--- config.mk ---
export PLATFORM = sky130hd
export DESIGN_NAME = mem_wr_splitter
export DESIGN_NICKNAME = d
export VERILOG_FILES = /design/src/rtl/mem_wr_splitter.sv
export SDC_FILE = /design/constraint.sdc
export NUM_CORES = 1
export LEC_CHECK = 0
export ABC_AREA = 0
export BUFFER_PORTS_ARGS = -buffer_cell sky130_fd_sc_hd__clkbuf_2
export CORE_ASPECT_RATIO = 1.5
export CORE_MARGIN = 5
export CORE_UTILIZATION = 41
export CTS_BUF_LIST = sky130_fd_sc_hd__clkbuf_8
export CTS_CLUSTER_SIZE = 12
export DETAILED_ROUTE_END_ITERATION = 10
export GPL_TIMING_DRIVEN = 1
export PLACE_DENSITY = 0.72
export SLEW_MARGIN = 20
export SYNTH_ARGS = -nofsm -noshare
export SYNTH_HDL_FRONTEND = slang
export SYNTH_SLANG_ARGS = --single-unit
--- constraint.sdc ---
create_clock -name clk -period 7.9 [get_ports clk]
set_input_delay 0.395 -clock clk [delete_from_list [all_inputs] [get_ports clk]]
set_output_delay 0.395 -clock clk [all_outputs]
set_load 0.02 [all_outputs]
--- src/rtl/mem_wr_splitter.sv ---
// mem_wr_splitter: splits one WB_DW-wide masked write into WB_DW/MEM_DW memory beats; reads pass through.
//   clk, rst                      clock and synchronous active-high reset
//   s_we_i, s_adr_i               bus command direction and word address
//   s_cmd_valid_i/s_cmd_ready_o   bus command handshake (write acked after its last beat)
//   s_data_i, s_sel_i             bus write data and byte enables
//   s_data_valid_i/s_data_ready_o bus write data handshake (single-cycle capture)
//   m_we_o, m_adr_o               beat direction and memory word address {base, lane}
//   m_cmd_valid_o/m_cmd_ready_i   memory command handshake
//   m_data_o, m_sel_o             beat data and byte enables
//   m_data_valid_o/m_data_ready_i memory data handshake (writes only)
module mem_wr_splitter #(
    parameter int WB_DW      = 32,
    parameter int MEM_DW     = 16,
    parameter int AW         = 32,
    parameter int SKIP_EMPTY = 0,
    localparam int SCALE     = WB_DW / MEM_DW,
    localparam int SW        = $clog2(SCALE),
    localparam int MSW       = MEM_DW / 8
) (
    input  logic               clk,
    input  logic               rst,
    input  logic               s_we_i,
    input  logic [AW-1:0]      s_adr_i,
    input  logic               s_cmd_valid_i,
    output logic               s_cmd_ready_o,
    input  logic [WB_DW-1:0]   s_data_i,
    input  logic [WB_DW/8-1:0] s_sel_i,
    input  logic               s_data_valid_i,
    output logic               s_data_ready_o,
    output logic               m_we_o,
    output logic [AW+SW-1:0]   m_adr_o,
    output logic               m_cmd_valid_o,
    input  logic               m_cmd_ready_i,
    output logic [MEM_DW-1:0]  m_data_o,
    output logic [MSW-1:0]     m_sel_o,
    output logic               m_data_valid_o,
    input  logic               m_data_ready_i
);
    typedef enum logic [1:0] {IDLE, BEAT, DONE} state_t;
    state_t             state_q, state_d;
    logic [SW-1:0]      lane_q, lane_d;
    logic [AW-1:0]      adr_q, adr_d;
    logic [WB_DW-1:0]   data_q, data_d;
    logic [WB_DW/8-1:0] sel_q, sel_d;
    logic [MSW-1:0]     beat_sel;
    logic               beat_live;
    logic               beat_done;

    assign beat_sel  = sel_q[lane_q*MSW +: MSW];
    assign m_data_o  = data_q[lane_q*MEM_DW +: MEM_DW];
    assign m_sel_o   = beat_sel;
    // a fully-masked lane is dropped only when skipping is enabled; it still spends one cycle
    assign beat_live = !(SKIP_EMPTY != 0 && beat_sel == '0);
    assign beat_done = !beat_live || (m_cmd_ready_i && m_data_ready_i);

    always_comb begin
        state_d        = state_q;
        lane_d         = lane_q;
        adr_d          = adr_q;
        data_d         = data_q;
        sel_d          = sel_q;
        s_cmd_ready_o  = 1'b0;
        s_data_ready_o = 1'b0;
        m_we_o         = 1'b0;
        m_adr_o        = {adr_q, lane_q};
        m_cmd_valid_o  = 1'b0;
        m_data_valid_o = 1'b0;
        case (state_q)
            IDLE: begin
                if (s_cmd_valid_i && !s_we_i) begin
                    m_cmd_valid_o = 1'b1;
                    m_adr_o       = {s_adr_i, {SW{1'b0}}};
                    s_cmd_ready_o = m_cmd_ready_i;
                end else if (s_cmd_valid_i && s_data_valid_i) begin
                    s_data_ready_o = 1'b1;
                    adr_d          = s_adr_i;
                    data_d         = s_data_i;
                    sel_d          = s_sel_i;
                    lane_d         = '0;
                    state_d        = BEAT;
                end
            end
            BEAT: begin
                m_we_o         = 1'b1;
                m_cmd_valid_o  = beat_live;
                m_data_valid_o = beat_live;
                if (beat_done) begin
                    if (lane_q == SW'(SCALE - 1)) state_d = DONE;
                    else lane_d = lane_q + SW'(1);
                end
            end
            DONE: begin
                s_cmd_ready_o = 1'b1;
                state_d       = IDLE;
            end
            default: state_d = IDLE;
        endcase
        // handshake outputs stay quiet for the whole reset cycle, not only after it
        if (rst) begin
            s_cmd_ready_o  = 1'b0;
            s_data_ready_o = 1'b0;
            m_cmd_valid_o  = 1'b0;
            m_data_valid_o = 1'b0;
        end
    end

    always_ff @(posedge clk) begin
        if (rst) begin
            state_q <= IDLE;
            lane_q  <= '0;
        end else begin
            state_q <= state_d;
            lane_q  <= lane_d;
        end
    end

    always_ff @(posedge clk) begin
        adr_q  <= adr_d;
        data_q <= data_d;
        sel_q  <= sel_d;
    end
endmodule
==> run_results.csv <==
group,metric,value,unit
timing,setup_viol,0,
timing,tns,0,ps
synthesis,synth.area.top_cells,"edfxtp_1 (72%), mux2_2 (19%), dfxtp_1 (2.1%)",
route,drt_iter0_markers,81,
floorplan,fp.coreArea,6810,um^2
synthesis,synth_fp_nets,223,
route,drc,0,
setup_path,slowest_delay,420,ps
setup_path,required,7510,ps
timing,fmaxAchievable,0.429,GHz
cts,cts_tree,"yes",
floorplan,ios,131,
cts,htreeDepth,3,
route,met2_wirelength,3.22,mm
setup_path,crit_chain,"nor3b_4 -> buf_4 -> mux2_2 -> clkbuf_2",
power_and_ir_drop,vdd_ir_drop_max,117,uV
timing,clock_skew,7.68,ps
synthesis,synth_top_area_frac,0.718,
layout,drive_gt1_frac,0.682,
hold_path,min_path_cells,1,
cts,post_cts_resize_count,0,
synthesis,synth.largest_area_cell,"edfxtp_1",
global_route,grt_max_degree,69,
layout,fillers,565,
placement,hpwl,4.38,mm
synthesis,avgSynthCellArea,19.2,um^2
timing,fin_crit,2330,ps
cts,cts-root-buf,"clkbuf_8",
route,final_antenna_net_count,0,
cts,hold_buffers,0,
power_and_ir_drop,powerDensity,224,nW/um^2
timing,hold_viol_final,0,
route,first_pass_iters,4,
placement,routabilityCongestion,0.788,
synthesis,synthCells,148,
floorplan,dieArea,8740,um^2
setup_path,start_kind,"register",
setup_path,rrSetupSlack,6160,ps
floorplan,rows,37,
setup_path,worstSetupPathType,"reg2out",
synthesis,yosysSeqAreaShare,0.739,
global_route,grt_pass1_wl,9.20,mm
hold_path,hp-class,"in2reg",
setup_path,cp_max_fo,33,
global_route,antenna_found_initial,0,
setup_path,cp_slowest_cell,"dfxtp_1",
setup_path,critPathArrivalTime,1940,ps
setup_path,cp-end-kind,"primary output",
cts,clk_path_buf_depth,2,
setup_path,r2r-end,"adr_q[31]",
route,highest-signal-layer,"met4",
route,num_vias,1804,
route,drt-total-wl,6.00,mm
route,wl_met3,423,um
cts,clk_pin_slew,80,ps
run,cap_violations,0,
hold_path,min_to,"data_q[18]",
synthesis,syn_area,2840,um^2
cts,clk-insertion-delay-late,340,ps
floorplan,fp.dieW,78,um
setup_path,crit_start,"state_q[0]",
run_status,status,"finished, final reports clean",
synthesis,yosys_warnings,0,
setup_path,rr_worst_depth,2,
floorplan,die_h,112,um
placement,port_buffers,130,
route,wl_met1,2.19,mm
layout,area_delta_synth_final,33.6,%
timing,hold_ws,224,ps
timing,relSlewSlack,0.376,
layout,final_common_cell,"clkbuf_2",
synthesis,ys_types,22,
layout,n_antenna_cell,0,
timing,post-route-period-util,0.295,
cts,cts_made_buffers,9,
cts,clock-sinks,71,
cts,cts_setup_buffers,0,
timing,tightest_slew,934,ps
global_route,globalRouteTotalUtil,0.138,
global_route,gr-total-overflow,0,
setup_path,reg2reg_from,"state_q[0]",
layout,layout.nets,359,
route,via_per_inst,4.92,
synthesis,synth-seq-cells,71,
timing,drv_slew,0,
timing,grt_setup_unrepaired,"no",
floorplan,initial_core_util,0.418,
global_route,first_global_vias,1882,
power_and_ir_drop,leakagePower,1.55,nW
hold_path,holdCritStartpoint,"s_data_i[18]",
layout,layout_common_cells,"clkbuf_2 (130), edfxtp_1 (68), mux2_2 (48)",
route,post_drt_wl_per_cell,16.4,um
## area by class of cell
cell class              count  area [um^2]  area share
clock buffers               9          124      0.0326
clock inverters             7          111      0.0293
multi-input cells          70          698       0.184
flip-flops and latches     71         2100       0.553
well taps                  78         97.6      0.0257
repair buffers            132          666       0.175
## metrics by stage
step           total power [mW]  area, um^2  worst slack [ps]  instances  utilization
2_1_floorplan             0.485        2840              2150        148            -
5_1_grt                   0.885        3800              5440        367        0.558
3_3_place_gp              0.520        3560              5620        351        0.524
6_report                  0.852        3800              5570        367        0.558
3_5_place_dp              0.522        3560              5630        351        0.524
4_1_cts                   0.865        3800              5500        367        0.558
## logic make-up (layout without fill, tap and decap cells)
family | Yosys count | in the layout | synth area share
flops | 71 | 71 | 0.739
mux | 50 | 50 | 0.198
simple gates | 14 | 14 | 0.0321
buf+inv | 7 | 148 | 0.0172
compound gates | 6 | 6 | 0.0136
## worst max-delay path by stage
stage / cells after the start / slack, ps / to
floorplan: 2 / 2150 / adr_q[0]
global placement: 6 / 5620 / m_adr_o[17]
detailed placement: 6 / 5630 / m_adr_o[17]
CTS: 4 / 5500 / m_adr_o[17]
global route: 4 / 5440 / m_adr_o[17]
finish: 4 / 5570 / m_adr_o[17]
## layer usage
layer / global-route usage / up-vias
li1: - / 859
met1: 0.147 / 863
met2: 0.236 / 70
met3: 0.0324 / 12
met4: 0.0891 / 0
met5: 0 / -
## state kept, by name (all words and copies together) (netlist names)
register  flops
data_q       32
lane_q        1
sel_q         4
adr_q        32
state_q       2
## report_power, final
group	switching [mW]	internal, mW
logic	0.0456	0.0376
registers	0.00404	0.425
clock network	0.132	0.207
## cells in the mapped netlist, drive strengths merged
master,n
a2111oi,1
a21oi,1
a31oi,2
and2,1
and2b,1
and3,2
buf,5
clkbuf,2
dfxtp,3
edfxtp,68
mux2,50
nand2,1
nand3,2
nor2,1
nor2b,2
nor3,2
nor3b,1
nor4,1
o21a,1
o21ai,1
## critical path: cells and delay by family, from the launching register on
family        cells  cell delay, ps
flops             1             420
mux               1             400
buf+inv           2             550
simple gates      1             220
(Power assumes the default switching activity.)
